--- src/rtl/mult_share_pkg.sv ---
// Shared types and helpers for the shared shift-add multiplier arbiter.
// Holds the FSM state enum, the ID width helper and the round-robin search.
package mult_share_pkg;

  typedef enum logic [1:0] {
    IDLE = 2'd0,
    LOAD = 2'd1,
    RUN  = 2'd2,
    DONE = 2'd3
  } state_e;

  // Upper bound on requester count supported by rr_first.
  localparam int unsigned MAX_REQ = 32;

  function automatic int unsigned id_width(input int unsigned num_req);
    return (num_req < 2) ? 1 : $clog2(num_req);
  endfunction

  // First asserted request at or after ptr, wrapping modulo num_req.
  function automatic int unsigned rr_first(input logic [MAX_REQ-1:0] req,
                                           input int unsigned         ptr,
                                           input int unsigned         num_req);
    int unsigned pick;
    bit          found;
    pick  = 0;
    found = 1'b0;
    for (int unsigned i = 0; i < MAX_REQ; i++) begin
      if (!found && (i < num_req) && req[(ptr + i) % num_req]) begin
        pick  = (ptr + i) % num_req;
        found = 1'b1;
      end
    end
    return pick;
  endfunction

endpackage

--- src/rtl/mult_share_arbiter_if.sv ---
// Requester-side bundle of the shared multiplier: requests, operands, grant and result.
// The master modport drives requests/operands; the slave modport is the arbiter.
interface mult_share_arbiter_if
  import mult_share_pkg::*;
#(
  parameter int unsigned N       = 4,
  parameter int unsigned NUM_REQ = 4,
  parameter int unsigned ID_W    = id_width(NUM_REQ)
);

  logic [NUM_REQ-1:0]   req;
  logic [NUM_REQ*N-1:0] a_in;
  logic [NUM_REQ*N-1:0] b_in;
  logic [NUM_REQ-1:0]   grant;
  logic                 busy;
  logic                 done;
  logic [ID_W-1:0]      done_id;
  logic [2*N-1:0]       result_out;

  modport master (
    output req, a_in, b_in,
    input  grant, busy, done, done_id, result_out
  );

  modport slave (
    input  req, a_in, b_in,
    output grant, busy, done, done_id, result_out
  );

endinterface

--- src/rtl/shift_add_mult_core.sv ---
// Sequential shift-add unsigned multiplier: one multiplier bit per cycle, LSB first.
// Iteration stops by itself once the remaining multiplier is zero.
module shift_add_mult_core #(
  parameter int unsigned N = 4
) (
  input  logic           clk,
  input  logic           reset,
  input  logic           load,
  input  logic [N-1:0]   a,
  input  logic [N-1:0]   b,
  output logic           zero_b,
  output logic [2*N-1:0] product
);

  logic [2*N-1:0] a_q;
  logic [N-1:0]   b_q;
  logic [2*N-1:0] acc_q;

  // NOTE: state registers use non-blocking assignments so every register in
  // this block samples the pre-edge values of its neighbours.
  always_ff @(posedge clk or negedge reset) begin
    if (!reset) begin
      a_q   <= '0;
      b_q   <= '0;
      acc_q <= '0;
    end else if (load) begin
      a_q   <= {{N{1'b0}}, a};
      b_q   <= b;
      acc_q <= '0;
    end else if (b_q != '0) begin
      if (b_q[0]) begin
        acc_q <= acc_q + a_q;
      end
      a_q <= a_q << 1;
      b_q <= b_q >> 1;
    end
  end

  assign zero_b  = (b_q == '0);
  assign product = acc_q;

endmodule

--- src/rtl/mult_share_arbiter.sv ---
// Round-robin arbiter sharing one shift-add multiplier between NUM_REQ requesters.
// Define MULT_SHARE_FIXED_PRIO_EN for fixed priority (lowest index wins, no pointer).
module mult_share_arbiter
  import mult_share_pkg::*;
#(
  parameter int unsigned N       = 4,
  parameter int unsigned NUM_REQ = 4,
  parameter int unsigned ID_W    = id_width(NUM_REQ)
) (
  input logic                 clk,
  input logic                 reset,
  mult_share_arbiter_if.slave bus
);

  state_e          state_q;
  state_e          state_d;
  logic [ID_W-1:0] winner_q;
  logic [ID_W-1:0] winner_d;
  logic [ID_W-1:0] ptr_q;
  logic            load;
  logic            zero_b;
  logic [2*N-1:0]  product;
  logic [2*N-1:0]  result_q;
  logic [ID_W-1:0] done_id_q;

  always_ff @(posedge clk or negedge reset) begin
    if (!reset) state_q <= IDLE;
    else        state_q <= state_d;
  end

  // NOTE: every signal written in a combinational block gets a default first,
  // so no path through the case statement can infer a latch.
  always_comb begin
    state_d = state_q;
    case (state_q)
      IDLE:    if (bus.req != '0) state_d = LOAD;
      LOAD:    state_d = RUN;
      RUN:     if (zero_b) state_d = DONE;
      DONE:    state_d = IDLE;
      default: state_d = IDLE;
    endcase
  end

  always_comb begin
    bus.grant = '0;
    load      = 1'b0;
    bus.busy  = 1'b0;
    bus.done  = 1'b0;
    case (state_q)
      LOAD: begin
        bus.grant = NUM_REQ'(1) << winner_q;
        load      = 1'b1;
        bus.busy  = 1'b1;
      end
      RUN:  bus.busy = 1'b1;
      DONE: begin
        bus.busy = 1'b1;
        bus.done = 1'b1;
      end
      default: ;
    endcase
  end

`ifdef MULT_SHARE_FIXED_PRIO_EN
  assign ptr_q = '0;
`else
  always_ff @(posedge clk or negedge reset) begin
    if (!reset) begin
      ptr_q <= '0;
    end else if (state_q == LOAD) begin
      ptr_q <= (winner_q == ID_W'(NUM_REQ - 1)) ? '0 : winner_q + 1'b1;
    end
  end
`endif

  assign winner_d = ID_W'(rr_first(MAX_REQ'(bus.req), 32'(ptr_q), NUM_REQ));

  // Winner is frozen once LOAD begins, so req changes during an operation are ignored.
  always_ff @(posedge clk or negedge reset) begin
    if (!reset) begin
      winner_q <= '0;
    end else if (state_q == IDLE && bus.req != '0) begin
      winner_q <= winner_d;
    end
  end

  shift_add_mult_core #(.N(N)) u_core (
    .clk     (clk),
    .reset   (reset),
    .load    (load),
    .a       (bus.a_in[winner_q*N +: N]),
    .b       (bus.b_in[winner_q*N +: N]),
    .zero_b  (zero_b),
    .product (product)
  );

  // Result is captured on entry to DONE and held until the next completion.
  always_ff @(posedge clk or negedge reset) begin
    if (!reset) begin
      result_q  <= '0;
      done_id_q <= '0;
    end else if (state_q == RUN && zero_b) begin
      result_q  <= product;
      done_id_q <= winner_q;
    end
  end

  assign bus.result_out = result_q;
  assign bus.done_id    = done_id_q;

endmodule
--- src/flat_wrapper.sv ---
// flat-port wrapper written by rule: the top's interface ports become plain ports
module mult_share_arbiter_flat import mult_share_pkg::*;
#(
  parameter int unsigned N       = 4,
  parameter int unsigned NUM_REQ = 4,
  parameter int unsigned ID_W    = id_width(NUM_REQ)
)
  (clk, reset, bus_req, bus_a_in, bus_b_in, bus_grant, bus_busy, bus_done, bus_done_id, bus_result_out);
  mult_share_arbiter_if #(.N(N), .NUM_REQ(NUM_REQ), .ID_W(ID_W)) bus_i ();
  input logic clk;
  input logic reset;
  input wire logic [$bits(bus_i.req)-1:0] bus_req;
  input wire logic [$bits(bus_i.a_in)-1:0] bus_a_in;
  input wire logic [$bits(bus_i.b_in)-1:0] bus_b_in;
  output wire logic [$bits(bus_i.grant)-1:0] bus_grant;
  output wire logic [$bits(bus_i.busy)-1:0] bus_busy;
  output wire logic [$bits(bus_i.done)-1:0] bus_done;
  output wire logic [$bits(bus_i.done_id)-1:0] bus_done_id;
  output wire logic [$bits(bus_i.result_out)-1:0] bus_result_out;
  assign bus_i.req = bus_req;
  assign bus_i.a_in = bus_a_in;
  assign bus_i.b_in = bus_b_in;
  assign bus_grant = bus_i.grant;
  assign bus_busy = bus_i.busy;
  assign bus_done = bus_i.done;
  assign bus_done_id = bus_i.done_id;
  assign bus_result_out = bus_i.result_out;
  mult_share_arbiter #(.N(N), .NUM_REQ(NUM_REQ), .ID_W(ID_W)) u_core (.clk(clk), .reset(reset), .bus(bus_i));
endmodule
--- config.mk ---
export PLATFORM = sky130hd
export DESIGN_NAME = mult_share_arbiter_flat
export DESIGN_NICKNAME = d
export VERILOG_FILES = /design/src/rtl/mult_share_pkg.sv /design/src/rtl/mult_share_arbiter_if.sv /design/src/rtl/shift_add_mult_core.sv /design/src/rtl/mult_share_arbiter.sv /design/src/flat_wrapper.sv
export SDC_FILE = /design/constraint.sdc
export NUM_CORES = 1
export LEC_CHECK = 0
export ABC_CLOCK_PERIOD_IN_PS = 4200
export CELL_PAD_IN_SITES_DETAIL_PLACEMENT = 0
export CELL_PAD_IN_SITES_GLOBAL_PLACEMENT = 1
export CORE_MARGIN = 3
export CORE_UTILIZATION = 42
export CTS_CLUSTER_DIAMETER = 40
export DETAILED_ROUTE_END_ITERATION = 6
export HOLD_SLACK_MARGIN = 0.06
export PLACE_DENSITY_LB_ADDON = 0.1
export SLEW_MARGIN = 20
export SYNTH_ARGS = -nofsm -noshare
export SYNTH_HDL_FRONTEND = slang
export SYNTH_SLANG_ARGS = --single-unit
--- constraint.sdc ---
create_clock -name clk -period 4.2 [get_ports clk]
set_input_delay 0.42 -clock clk [delete_from_list [all_inputs] [get_ports clk]]
set_output_delay 0.42 -clock clk [all_outputs]
set_load 0.02 [all_outputs]
==> results.md <==
- First-iteration detailed-routing DRC count: between 60 and 70
- Worst setup SP type: flop
- GRT Total Usage: between 10% and 20%
- Max-cap violations: 0
- Number of buffers between clock root and the deepest sink: 2
- Synthesized cell area: roughly 2200 um2
- Unrepaired setup endpoints after global routing: no
- Die extent in x: approximately 80 um
- Final Routed Wirelength: ~4700 um
- Core box area: 4880 um2
- Arrival time of the worst setup path: 2300 ps
- Count leader, synth: dfrtp_1
- FFs w/ async S/R, synth: 100.0%
- Number of standard cells after synthesis: roughly 190
- Sum of overflow across all layers after global routing: 0
- Fraction of power spent switching nets: between 30% and 40%
- Maximum number of pins on one net before global-route repair: 26
- Vias in the first global route: roughly 1,800
- Crit. End Element: output pin
- Synth cell types: between 40 and 50
- Final hold violations: 0
- Clk Latency, worst-skew pair: 280 ps
- Die Height: just under 80 um
- Sequential share of power: 33.0%
- Root Driver: clkbuf_8
- Classification of the worst-slack hold path: input pin to async pin
- Setup Buffers After CTS: 0
- Fin nets: approximately 300
- WL/cell: about 15 um
- Portion of synthesized cell area occupied by the leading cell type: around two fifths
- Met3 usage in global routing: between 4 and 5%
- Minimum setup slack after placement: 1784 ps
- Number of nets in the synthesized netlist: roughly 250
- Final Wtd Congestion: 0.7931
- Setup TNS: 0 ps
- Post-route DRC: 0
- Highest clock rate: 0.3682 GHz
- Worst vdd rail ir drop: between 0.0002 and 0.0003 V
- Top cells by area, synth: dfrtp_1 (41%), ha_1 (9.1%), mux4_2 (8.2%), mux2i_1 (4.6%), mux2_4 (4.1%)
- Pre-Repair DR Iteration Count: 4
- Area of the die: slightly above 6000 um2
- Most instantiated flip-flop cell in the synthesis netlist: dfrtp_1
- CTS sink count: 36
- Portion of the post-synthesis area used by sequential elements: between 40% and 50%
- Number of synthesized register bits: 36
- Int Power: around 1200 uW
- Final setup margin: between 1000 and 1500 ps
- CP required: approximately 3800 ps
- Share of layout cells above drive strength 1: between 10 and 15%
- Final count of negative-setup-slack endpoints: 0
- First-pass GRT wire length: just over 8000 um
- I/O Pins: between 50 and 60
- Power per cell area: between 600 and 700 nW/um2
- Vias/cell: 5.484
- Global Route met2 Usage: a little under 30%
- Final worst clock skew: 5.610 ps
- Net Switching: 782.9 uW
- Standard-cell rows: 25
- Effective utilization at floorplan: 44.97%
- Clock tree from TritonCTS: done
- Share of the clock period used by the worst path: between 60% and 70%
- Crit Path Class: flop to output pin
- Antenna-violating nets left: 0
- Number of I/O port buffers: 53
- HPWL reported at the end of detailed placement: about 3700 um
- Max-slew violation total from the final report: 0
- Cts bufs inserted: 5
- GRT Max-Usage Layer: met2
- Top fanout value on the critical path: 21
- Cell taking the most area after synthesis: dfrtp_1
- Proportion of power drawn by the clock network: between 15 and 20%
- Logic pwr share: around half
- Period minus WS final: roughly 2700 ps
- Post-cts sizing count: 0
- Vias after detailed routing: about 1,700
- Per-instance average area after synthesis: 11.49 um2
- Number of enable flip-flop cells after synthesis: 0
- Transition time at the pin with the least slew margin: between 700 and 800 ps
- Number of antenna violations at the first check in global routing: 0
- Most frequent cells after synthesis: dfrtp_1 (36), ha_1 (16), nand2_1 (14), nor2_1 (13), o21ai_0 (11)
- Number of levels the H-tree was split into: 2
- # diodes: 0
- Met1 Usage GRT: between 20% and 30%
- Outcome: finished clean
- Static Leak: between 0.001 and 0.0015 uW
- Number of buffers inserted by hold repair at cts: 0
- Area overhead of the layout relative to synthesis: 31.93%
- Number of warnings issued by yosys: 0
- Clock edge transition at the registers on the reported setup and hold paths: roughly 80 ps
- Max-Slew Margin vs Limit: about 53%
==> final cells by class <==
| type | instances | area [um2] |
|---|---|---|
| Tap cell | 67 | 83.83 |
| Clock inverter | 3 | 42.54 |
| Inverter | 6 | 22.52 |
| Sequential cell | 36 | 900.9 |
| Timing Repair Buffer | 56 | 553.0 |
| Clock buffer | 5 | 68.82 |
| Multi-Input combinational cell | 141 | 1224 |
| Fill cell | 423 | 1984 |
==> power groups by stage <==
stage | clock network (uW) | logic [uW] | registers [uW]
6_report | 302 | 1020 | 654
5_1_grt | 329 | 1140 | 680
4_1_cts | 310 | 1040 | 656
3_5_place_dp | 0 | 1030 | 663
3_3_place_gp | 0 | 994 | 651
2_1_floorplan | 0 | 752 | 632
==> sequential cells by signal, summed over array words and instances, names as in the netlist <==
name	count
u_core.bus.result_out	8
u_core.u_core.a_q	8
u_core.u_core.product	8
u_core.u_core.b_q	4
u_core.bus.done_id	2
u_core.ptr_q	2
u_core.state_q	2
u_core.winner_q	2
==> metal layers <==
| layer | vias up | routed length (um) |
|---|---|---|
| met3 | 11 | 324 |
| met5 | - | 0 |
| met4 | 0 | 99 |
| met1 | 831 | 2013 |
| li1 | 812 | - |
| met2 | 68 | 2231 |
==> worst paths after layout <==
path	start	to	slack (ps)	depth (start not counted)
worst max register to register	u_core.state_q[1]$_DFFE_PN0P_	u_core.u_core.product[7]$_DFFE_PN0P_	2030	7
worst min-delay path	reset	u_core.bus.result_out[1]$_DFFE_PN0P_	480	1
max in group asynchronous	reset	u_core.u_core.a_q[1]$_DFFE_PN0P_	3000	2
worst max-delay path	u_core.state_q[1]$_DFFE_PN0P_	bus_grant[0]	1480	4
min in group clk	u_core.bus.done_id[1]$_DFFE_PN0P_	u_core.bus.done_id[1]$_DFFE_PN0P_	490	2
worst min register to register	u_core.bus.done_id[1]$_DFFE_PN0P_	u_core.bus.done_id[1]$_DFFE_PN0P_	490	2
==> stage by stage <==
step	total power [uW]	hold slack [ps]	cells	utilization, %	cell area, um2
finish	1979	477.0	314	59.33	2895
global route	2149	521.2	314	59.33	2895
detailed placement	1691	476.0	306	57.05	2784
floorplan	1383	124.4	191	-	2195
global placement	1645	466.0	306	57.05	2784
CTS	2001	492.3	314	59.33	2895
==> critical path, cell delays in order (launching register included) <==
cell             delay, ps
dfrtp_1                420
inv_1                  120
ha_1                   620
and2_1                 230
clkdlybuf4s50_1        610
==> layout by cell type, fill, tap and decap left out, drive strengths merged, types with 5 or more instances in the layout <==
master	Yosys	routed
clkdlybuf4s50	0	53
dfrtp	36	36
ha	16	16
nand2	15	15
nor2	13	13
mux2	13	13
o21ai	11	11
mux2i	10	10
a21oi	9	9
mux4	8	8
inv	6	6
and2	5	5
clkbuf	3	5
==> kinds of logic (layout without fill, tap and decap cells) <==
kind of cell               after synthesis  in the layout  share of synthesized area [%]
buffers and inverters                   14             70                          3.192
xor gates and xnor gates                 2              2                         0.7983
muxes                                   31             31                          20.47
adders and majority gates               17             17                          10.03
AOI/OAI and AO/OA                       40             40                          11.74
and+or+nand+nor                         51             51                          12.71
DFF                                     36             36                          41.05
No activity file was read; power rests on OpenSTA's default activity.
